==> config.mk <==
export PLATFORM = sky130hd
export DESIGN_NAME = svx32_rvfi_event_monitor
export DESIGN_NICKNAME = d
export VERILOG_FILES = /design/src/rtl/svx32_rvfi_event_monitor.sv
export SDC_FILE = /design/constraint.sdc
export NUM_CORES = 1
export LEC_CHECK = 0
export CAP_MARGIN = 20
export CORE_MARGIN = 2
export CORE_UTILIZATION = 39
export CTS_CLUSTER_SIZE = 28
export DETAILED_ROUTE_END_ITERATION = 10
export PLACE_DENSITY = 0.85
export SETUP_SLACK_MARGIN = 0.05
export SLEW_MARGIN = 20
export SYNTH_ARGS = -nofsm -noshare
export SYNTH_HDL_FRONTEND = slang
export SYNTH_SLANG_ARGS = --single-unit
==> constraint.sdc <==
create_clock -name pil_clk -period 2 [get_ports pil_clk]
set_input_delay 0.4 -clock pil_clk [delete_from_list [all_inputs] [get_ports pil_clk]]
set_output_delay 0.4 -clock pil_clk [all_outputs]
set_load 0.02 [all_outputs]
==> src/rtl/svx32_rvfi_event_monitor.sv <==
// svx32_rvfi_event_monitor
//   RVFI event monitor for the sparrowx32 core. Counts retired dmem reads,
//   dmem writes, 32-bit insns, compressed insns and traps over NRET
//   retirement channels, and raises pol_goal_met once every counter has
//   reached its programmable threshold.
//
//   Counter / threshold packing (both buses): {trap, compr, long, wr, rd},
//   rd in [CNT_W-1:0].
//
//   Optional feature macro: SVX32_EVT_ORDER_CHECK_EN
//     defined   : retire-order contiguity checker drives pol_order_err
//     undefined : piv_rvfi_order ignored, pol_order_err tied low
//
//   Handshake: piv_rvfi_valid[i] is a single-cycle retire strobe with no
//   ready/backpressure; every retirement presented on a posedge while the
//   FSM is in RUN (and no arm/clr is present) is counted exactly once.
//   The FSM state is exported on pov_state for checkers.
module svx32_rvfi_event_monitor #(
  parameter int NRET  = 1,
  parameter int CNT_W = 16
) (
  input  logic                  pil_clk,
  input  logic                  pil_rst_n,
  input  logic                  pil_arm,
  input  logic                  pil_clr,
  input  logic [NRET-1:0]       piv_rvfi_valid,
  input  logic [32*NRET-1:0]    piv_rvfi_insn,
  input  logic [NRET-1:0]       piv_rvfi_trap,
  input  logic [4*NRET-1:0]     piv_rvfi_mem_rmask,
  input  logic [4*NRET-1:0]     piv_rvfi_mem_wmask,
  input  logic [64*NRET-1:0]    piv_rvfi_order,
  input  logic [5*CNT_W-1:0]    piv_thresh,
  output logic [5*CNT_W-1:0]    pov_cnt,
  output logic [1:0]            pov_state,
  output logic                  pol_goal_met,
  output logic                  pol_sat,
  output logic                  pol_order_err
);

  localparam int INC_W = $clog2(NRET + 1);
  localparam int SUM_W = CNT_W + 1;

  localparam logic [1:0] ST_IDLE = 2'b00;
  localparam logic [1:0] ST_RUN  = 2'b01;
  localparam logic [1:0] ST_DONE = 2'b10;

  localparam int EV_RD    = 0;
  localparam int EV_WR    = 1;
  localparam int EV_LONG  = 2;
  localparam int EV_COMPR = 3;
  localparam int EV_TRAP  = 4;

  localparam logic [SUM_W-1:0] CNT_MAX = {1'b0, {CNT_W{1'b1}}};

  logic [1:0]                  state_q, state_d;
  logic [4:0][CNT_W-1:0]       cnt_q, cnt_d;
  logic [4:0][CNT_W-1:0]       thr;
  logic [4:0][INC_W-1:0]       inc;
  logic [4:0][SUM_W-1:0]       sum;
  logic                        sat_q, sat_d;
  logic                        goal_hit;
  logic                        restart;

  // Only insn[1:0] of each channel decides long vs compressed.
  logic unused_insn_hi;
  assign unused_insn_hi = |(piv_rvfi_insn & ~{NRET{32'h0000_0003}});

  assign thr     = piv_thresh;
  assign restart = pil_clr | pil_arm;

  // Classify each retirement and popcount the per-class hits over channels.
  always_comb begin
    inc = '0;
    for (int i = 0; i < NRET; i++) begin
      if (piv_rvfi_valid[i]) begin
        if (piv_rvfi_trap[i]) begin
          inc[EV_TRAP] = inc[EV_TRAP] + INC_W'(1);
        end else begin
          if (piv_rvfi_mem_rmask[4*i +: 4] != 4'h0) inc[EV_RD] = inc[EV_RD] + INC_W'(1);
          if (piv_rvfi_mem_wmask[4*i +: 4] != 4'h0) inc[EV_WR] = inc[EV_WR] + INC_W'(1);
          if (piv_rvfi_insn[32*i +: 2] == 2'b11) inc[EV_LONG] = inc[EV_LONG] + INC_W'(1);
          else                                   inc[EV_COMPR] = inc[EV_COMPR] + INC_W'(1);
        end
      end
    end
  end

  // Goal compare on the registered counters, plus one-bit-wider sums for clamping.
  always_comb begin
    goal_hit = 1'b1;
    for (int e = 0; e < 5; e++) begin
      if (cnt_q[e] < thr[e]) goal_hit = 1'b0;
      sum[e] = {1'b0, cnt_q[e]} + SUM_W'(inc[e]);
    end
  end

  // Next-state: arm/clr restart (clr wins), RUN counts with saturation, DONE freezes.
  always_comb begin
    state_d = state_q;
    cnt_d   = cnt_q;
    sat_d   = sat_q;
    if (pil_clr) begin
      state_d = ST_IDLE;
      cnt_d   = '0;
      sat_d   = 1'b0;
    end else if (pil_arm) begin
      state_d = ST_RUN;
      cnt_d   = '0;
      sat_d   = 1'b0;
    end else begin
      case (state_q)
        ST_RUN: begin
          for (int e = 0; e < 5; e++) begin
            if (sum[e] > CNT_MAX) begin
              cnt_d[e] = {CNT_W{1'b1}};
              sat_d    = 1'b1;
            end else begin
              cnt_d[e] = sum[e][CNT_W-1:0];
            end
          end
          if (goal_hit) state_d = ST_DONE;
        end
        ST_IDLE, ST_DONE: state_d = state_q;
        default:          state_d = ST_IDLE;
      endcase
    end
  end

  // Main state registers.
  always_ff @(posedge pil_clk or negedge pil_rst_n) begin
    if (!pil_rst_n) begin
      state_q <= ST_IDLE;
      cnt_q   <= '0;
      sat_q   <= 1'b0;
    end else begin
      state_q <= state_d;
      cnt_q   <= cnt_d;
      sat_q   <= sat_d;
    end
  end

`ifdef SVX32_EVT_ORDER_CHECK_EN
  logic [63:0] exp_q, exp_d;
  logic        have_q, have_d;
  logic        oerr_q;
  logic        order_viol;

  // Contiguity and order-continuity check across channels; the expectation
  // re-syncs to each observed order so one gap flags once.
  always_comb begin
    exp_d      = exp_q;
    have_d     = have_q;
    order_viol = 1'b0;
    for (int i = 1; i < NRET; i++) begin
      if (piv_rvfi_valid[i] && !piv_rvfi_valid[i-1]) order_viol = 1'b1;
    end
    for (int i = 0; i < NRET; i++) begin
      if (piv_rvfi_valid[i]) begin
        if (have_d && (piv_rvfi_order[64*i +: 64] != exp_d)) order_viol = 1'b1;
        have_d = 1'b1;
        exp_d  = piv_rvfi_order[64*i +: 64] + 64'd1;
      end
    end
  end

  // Order tracking registers; only RUN cycles without a restart update them.
  always_ff @(posedge pil_clk or negedge pil_rst_n) begin
    if (!pil_rst_n) begin
      exp_q  <= '0;
      have_q <= 1'b0;
      oerr_q <= 1'b0;
    end else if (restart) begin
      exp_q  <= '0;
      have_q <= 1'b0;
      oerr_q <= 1'b0;
    end else if (state_q == ST_RUN) begin
      exp_q  <= exp_d;
      have_q <= have_d;
      if (order_viol) oerr_q <= 1'b1;
    end
  end

  assign pol_order_err = oerr_q;
`else
  logic unused_order;
  assign unused_order  = ^{piv_rvfi_order, restart};
  assign pol_order_err = 1'b0;
`endif

  assign pov_cnt      = cnt_q;
  assign pov_state    = state_q;
  assign pol_goal_met = (state_q == ST_DONE);
  assign pol_sat      = sat_q;

endmodule

==> metrics.txt, run 1 <==
number of levels in the clock H-tree=3; clock edge transition at the registers on the reported setup and hold paths=roughly 0.06 ns; setup repair after global routing missed its margin=yes; Max-cap violations=0; Placement Rows=46; full die area=~0.017 sq mm; FILL cells=1,121; maximum fanout count along the critical path=4; most frequent cells in the layout=buf_4 (176), clkdlybuf4s50_1 (127), dfrtp_1 (74); classification of the worst-slack hold path=in2async; ratio of cells with drive above 1 in the final layout=33.9%; Final Hold Viols=0; Hold Slack=0.513 ns; WL per Instance=18.0 um; post-layout utilization of the core=a little over two thirds; Top Ports=approximately 280; leakage power figure=roughly 5.4 nW; skew final=0.00774 ns; combinational share of power=16.4%; clk sink count=between 80 and 90; Worst path max stage delay=around 0.29 ns; layout-stage area growth over the synthesis result=74.9%; Total Routing Usage GR=26.1%; critical path data arrival time=roughly 2.3 ns; average instance area after synthesis=8.26 sq um; Post-DP HPWL=~16 mm; drt total wl=~24 mm; Max Transition Viols Final=0; worst vdd ir=0.394 mV; r2r setup slk=-0.03 ns; DRC errors left=0; crit-path leading delay family=simple AND/OR/NAND/NOR gates; DRC marker count from the first detailed-route iteration=approximately 530; clock insertion delay at the later pin of the skew report=0.35 ns; final critical path time including I/O delays and setup=2.05 ns; fraction of power consumed by sequential logic=about two fifths; period utilisation layout=102%; count of TritonRoute iterations in the first routing pass=5; Critical path buffers and inverters=2; Core Footprint=about 0.016 sq mm; Mapped Nets=between 1k and 1.5k; final setup violating endpoints=9; failing checks=setup timing; die width=around 130 um; global-route wire length before repair=around 38 mm; gate count after technology mapping=around 770; CTS tree=yes; most common cell after layout, fill and taps aside=buf_4; Synth Warn #=0; register bit count reported by yosys=83; power share of the clock group=41.9%; die outline height=between 100 and 150 um; overall via count from detail_route=between 7k and 8k; start-to-end type of the worst setup path=in2reg; Synth async-reset ratio=between 90% and 100%; pin count of the biggest net entering global routing=44; remaining global-route overflow=0; fin worst setup slack=-0.0487 ns; setup_tns=-0.183 ns; cells traversed along the worst timing path=buf_6 > nand2b_4 > a21oi_4 > ha_4 > ha_4 > nand2_4 > or2_4 > buf_4 > nor3_4 > or2_4 > a21oi_1 > a311oi_1; post-synthesis cell type count=51; count of port buffers added during placement=~180; initial core utilization=40.0%; maximum root-to-sink buffer count=2; prevailing post-synth register cell=dfrtp_1; vias in the first global route=a little under 8k; run status=finished, violations left; Post-synth EDFFs=0; internal power=~3.0 mW; element type at the critical path end=flop; maximum frequency from static timing analysis=0.488 GHz; Via density=around 5.7; antenna violations before repair=0; net count reported at finish=about 1.4k; Clock Root Buffer=clkbuf_16; kind of start point of the critical path=primary input; data required time at the worst endpoint=2.25 ns; power per standard cell area=between 300 and 400 mW/mm^2; switching power total=approximately 1.1 mW; post-route antenna net violation count=0; Worst path slowest cell=nor3_4; Synth Cell Area=0.00638 sq mm; Sw Ratio=about a quarter; gpl congestion=0.906; number of clock buffers inserted by TritonCTS=9; ant diodes=0; fraction of the yosys area taken by sequential cells=between 30 and 40%
-- final cells by class --
type                    count  area (sq um)  share of cell area [%]
repair buffers            366          3260                    29.2
well taps                 216           270                    2.42
inverters                  86           323                    2.89
multi-input cells         576          4920                    44.1
clock inverters             5          52.6                   0.471
clock buffers              11           243                    2.18
flip-flops and latches     83          2090                    18.7
-- timing repair --
item	CTS	global route
pin swaps	81	63
setup buffers	19	14
endpoints found under the setup margin	82	76
hold buffers	1	0
cloned	1	0
endpoints found under the hold margin	22	0
gates resized for setup	148	113
-- synthesized netlist by cell type, types with 3 or more instances --
library cell,number,area (sq um)
o211ai_1,4,30.0
or2_2,5,31.3
nand2b_1,5,31.3
a21o_1,4,30.0
a211o_1,3,26.3
a211oi_1,27,203
nor4_1,6,37.5
nand2_1,38,143
mux2i_1,4,40.0
o21ai_0,55,275
o2111ai_1,3,26.3
nor3b_1,3,22.5
nor2b_1,8,50.1
o31ai_1,3,22.5
ha_1,89,1110
a31oi_1,23,144
a41oi_1,4,35.0
and2_1,6,37.5
inv_1,86,323
a21oi_1,68,340
and4_1,8,70.1
o21a_1,4,30.0
nand3_1,36,180
a311oi_1,15,131
dfrtp_1,83,2080
clkbuf_1,22,82.6
and3_1,13,81.3
nand4_1,23,144
nor3_1,30,150
nor2_1,69,259
-- through the flow --
stage / worst slack (ns) / power [mW] / std cells / cell area (sq um)
final: -0.0487 / 4.07 / 1343 / 11200
after floorplan: -0.297 / 1.95 / 772 / 6540
after detailed placement: -0.847 / 2.31 / 1295 / 9640
after CTS: -0.0275 / 4.04 / 1330 / 10600
after global routing: -0.150 / 4.20 / 1343 / 11200
after global placement: -0.742 / 2.29 / 1295 / 9640
-- final timing paths --
check / from / endpoint / cells after the start
min in group pil_clk: pov_cnt[29]$_DFFE_PN0P_ / pov_cnt[29]$_DFFE_PN0P_ / 1
min: pil_rst_n / pov_cnt[74]$_DFFE_PN0P_ / 2
max reg2reg: pov_cnt[58]$_DFFE_PN0P_ / pov_state[0]$_DFFE_PN0P_ / 8
max: piv_rvfi_trap / pov_cnt[57]$_DFFE_PN0P_ / 12
max in group asynchronous: pil_rst_n / pov_cnt[8]$_DFFE_PN0P_ / 3
min reg2reg: pov_cnt[29]$_DFFE_PN0P_ / pov_cnt[29]$_DFFE_PN0P_ / 1
-- cell families (layout without fill, tap and decap cells) --
| kind of cell | Yosys count | count (layout) | synth area share (%) |
|---|---|---|---|
| AO/OA/AOI/OAI | 226 | 226 | 22.2 |
| buffers and inverters | 113 | 468 | 6.87 |
| AND/OR/NAND/NOR | 256 | 256 | 20.2 |
| flip-flops | 83 | 83 | 32.6 |
| other | 1 | 1 | 0.0588 |
| multiplexers | 4 | 4 | 0.628 |
| adder cells (fa/ha/maj) | 89 | 89 | 17.5 |
-- power by group through the flow --
stage          logic [mW]  clock network [mW]  registers (mW)
6_report            0.665                1.70            1.70
5_1_grt             0.727                1.77            1.70
4_1_cts             0.629                1.71            1.70
3_5_place_dp        0.581                   0            1.73
3_3_place_gp        0.563                   0            1.73
2_1_floorplan       0.203                   0            1.74
-- flip-flops by register name, indices dropped and copies added, names as in the netlist --
signal     count
pov_cnt       80
pov_state      2
pol_sat        1
-- routing by layer --
metal / GRT usage (%) / part of all wire [%] / routed length [um] / up-vias
met5: 0 / 0 / 0 / -
met4: 8.09 / 2.2 / 537 / 0
met3: 6.07 / 5.8 / 1390 / 57
met2: 46.4 / 51 / 12400 / 333
met1: 31.3 / 41 / 9820 / 3686
li1: - / - / - / 3548
Power figures use the tool's default switching activity.
==> inputs of run 2 (changes only) <==
--- a/config.mk
+++ b/config.mk
@@ -11,4 +11,5 @@
 export CTS_CLUSTER_SIZE = 28
 export DETAILED_ROUTE_END_ITERATION = 10
+export GPL_ROUTABILITY_DRIVEN = 1
 export PLACE_DENSITY = 0.85
 export SETUP_SLACK_MARGIN = 0.05
==> constraint.sdc (replaced) <==
create_clock -name pil_clk -period 2 [get_ports pil_clk]
set_input_delay 0.4 -clock pil_clk [delete_from_list [all_inputs] [get_ports pil_clk]]
set_output_delay 0.4 -clock pil_clk [all_outputs]
set_load 0.05 [all_outputs]
==> metrics.txt, run 2 (synthesis results as in run 1) <==
run status=finished, violations left; failing checks=setup timing; setup_tns=-0.435 ns; die outline height=132 um; post-layout utilization of the core=between 60% and 70%; die width=132 um; GRT met3 Usage=between 5 and 6%; leakage power figure=~5.3 nW; final critical path time including I/O delays and setup=~2.2 ns; Final Hold Viols=0; setup repair after global routing missed its margin=yes; Core Footprint=about 0.016 sq mm; GRT busiest layer=met2; final setup violating endpoints=9; Max-cap violations=0; count of placed standard cells in the final layout, fillers left out=approximately 1.3k; global-route wire length before repair=36.4 mm; post-route antenna net violation count=0; data required time at the worst endpoint=between 2 and 2.5 ns; Placement Rows=46; period utilisation layout=110%; r2r setup slk=-0.19 ns; net count reported at finish=approximately 1.4k; Placement Cell Area=between 0.009 and 0.01 sq mm; Final Total Pwr=between 3 and 4 mW; maximum root-to-sink buffer count=2; WL per Instance=roughly 18 um; initial core utilization=about 40%; kind of start point of the critical path=primary input; pin count of the biggest net entering global routing=between 50 and 60; skew final=approximately 0.0056 ns; drt total wl=between 20 and 25 mm; clock edge transition at the registers on the reported setup and hold paths=approximately 0.060 ns; worst vdd ir=about 0.50 mV; remaining global-route overflow=0; CTS tree=yes; count of TritonRoute iterations in the first routing pass=5; most common cell after layout, fill and taps aside=buf_4; count of port buffers added during placement=approximately 180; cell count of the worst reg-to-reg path=7; overall via count from detail_route=7,480; most frequent cells in the layout=buf_4 (216), inv_1 (72), clkdlybuf4s50_1 (63); Max Transition Viols Final=0; flip-flop count of the largest register, all copies and words added=80; r2r endpoint=pov_cnt[56]$_DFFE_PN0P_; power per standard cell area=359 mW/mm^2; full die area=0.0174 sq mm; DRC errors left=0; maximum fanout count along the critical path=4; DRC marker count from the first detailed-route iteration=between 600 and 700; global-route track usage on met2=46.2%; startpoint of the most critical register-to-register path=pov_cnt[53]$_DFFE_PN0P_; number of clock buffers inserted by TritonCTS=9; ratio of cells with drive above 1 in the final layout=around 40%; worst slack after detailed placement=-0.870 ns; Total Routing Usage GR=25.4%; maximum frequency from static timing analysis=roughly 0.45 GHz; number of levels in the clock H-tree=3; post-route cell area=about 0.011 sq mm; clk sink count=83; start-to-end type of the worst setup path=in2reg; Post-DP HPWL=15.9 mm; Clock Root Buffer=clkbuf_16; clock insertion delay at the later pin of the skew report=about 0.34 ns; Top Ports=275; element type at the critical path end=flop; fin worst setup slack=-0.200 ns; Hold Slack=between 0.02 and 0.03 ns; classification of the worst-slack hold path=in2async; antenna violations before repair=0; critical path data arrival time=approximately 2.4 ns; gpl congestion=0.855; met1 Track Usage GR=29.4%; Via density=~5.6; ant diodes=0; hold buffers post-CTS=0; layout-stage area growth over the synthesis result=71.3%; placed cell count=between 1k and 1.5k; max_slew headroom=around 65%; pin slew with the least headroom to its limit=about 0.53 ns; vias in the first global route=7,477
-- run 2: layout make-up --
class | instances | area [sq um]
multi-input combinational | 578 | 4980
inverter | 86 | 323
fill | 1183 | 5010
clock inverter | 3 | 15.0
timing repair buffer | 347 | 2980
clock buffer | 13 | 250
sequential | 83 | 2120
tap | 216 | 270
-- run 2: critical path, cell delays in order --
cell and delay (ns):
buf_6 0.09, nand2b_4 0.19, a21oi_4 0.17, ha_4 0.17, ha_4 0.13, nand2_2 0.05, or2_4 0.24, buf_4 0.14
or3_4 0.42, and4_1 0.20, nor3_1 0.23
-- run 2: repair_timing --
action,CTS,global route
endpoints found under the setup margin,101,50
pin swaps,59,60
gates resized for setup,137,117
cloned,2,1
buffers inserted,10,14
-- run 2: worst max path at each step --
stage / cells after the start / to / slack [ns] / from
floorplan: 11 / pov_cnt[55]$_DFFE_PN0P_ / -0.31 / piv_rvfi_trap
global placement: 11 / pov_cnt[61]$_DFFE_PN0P_ / -0.76 / piv_rvfi_valid
detailed placement: 11 / pov_cnt[61]$_DFFE_PN0P_ / -0.87 / piv_rvfi_valid
CTS: 8 / pov_state[1]$_DFFE_PN0P_ / -0.05 / piv_thresh[69]
global route: 11 / pov_cnt[56]$_DFFE_PN0P_ / -0.23 / piv_rvfi_trap
finish: 11 / pov_cnt[56]$_DFFE_PN0P_ / -0.20 / piv_rvfi_trap
-- run 2: metal layers --
layer / vias up / share of wire [%]
met5: - / 0
met4: 0 / 2.7
met3: 55 / 6.4
met2: 348 / 52
met1: 3562 / 39
li1: 3515 / -
-- run 2: where the power goes --
group / total (mW) / internal (mW) / switching [mW]
combinational: 0.677 / 0.323 / 0.354
sequential: 1.70 / 1.69 / 0.0132
clock: 1.54 / 0.871 / 0.674
total: 3.92 / 2.88 / 1.04
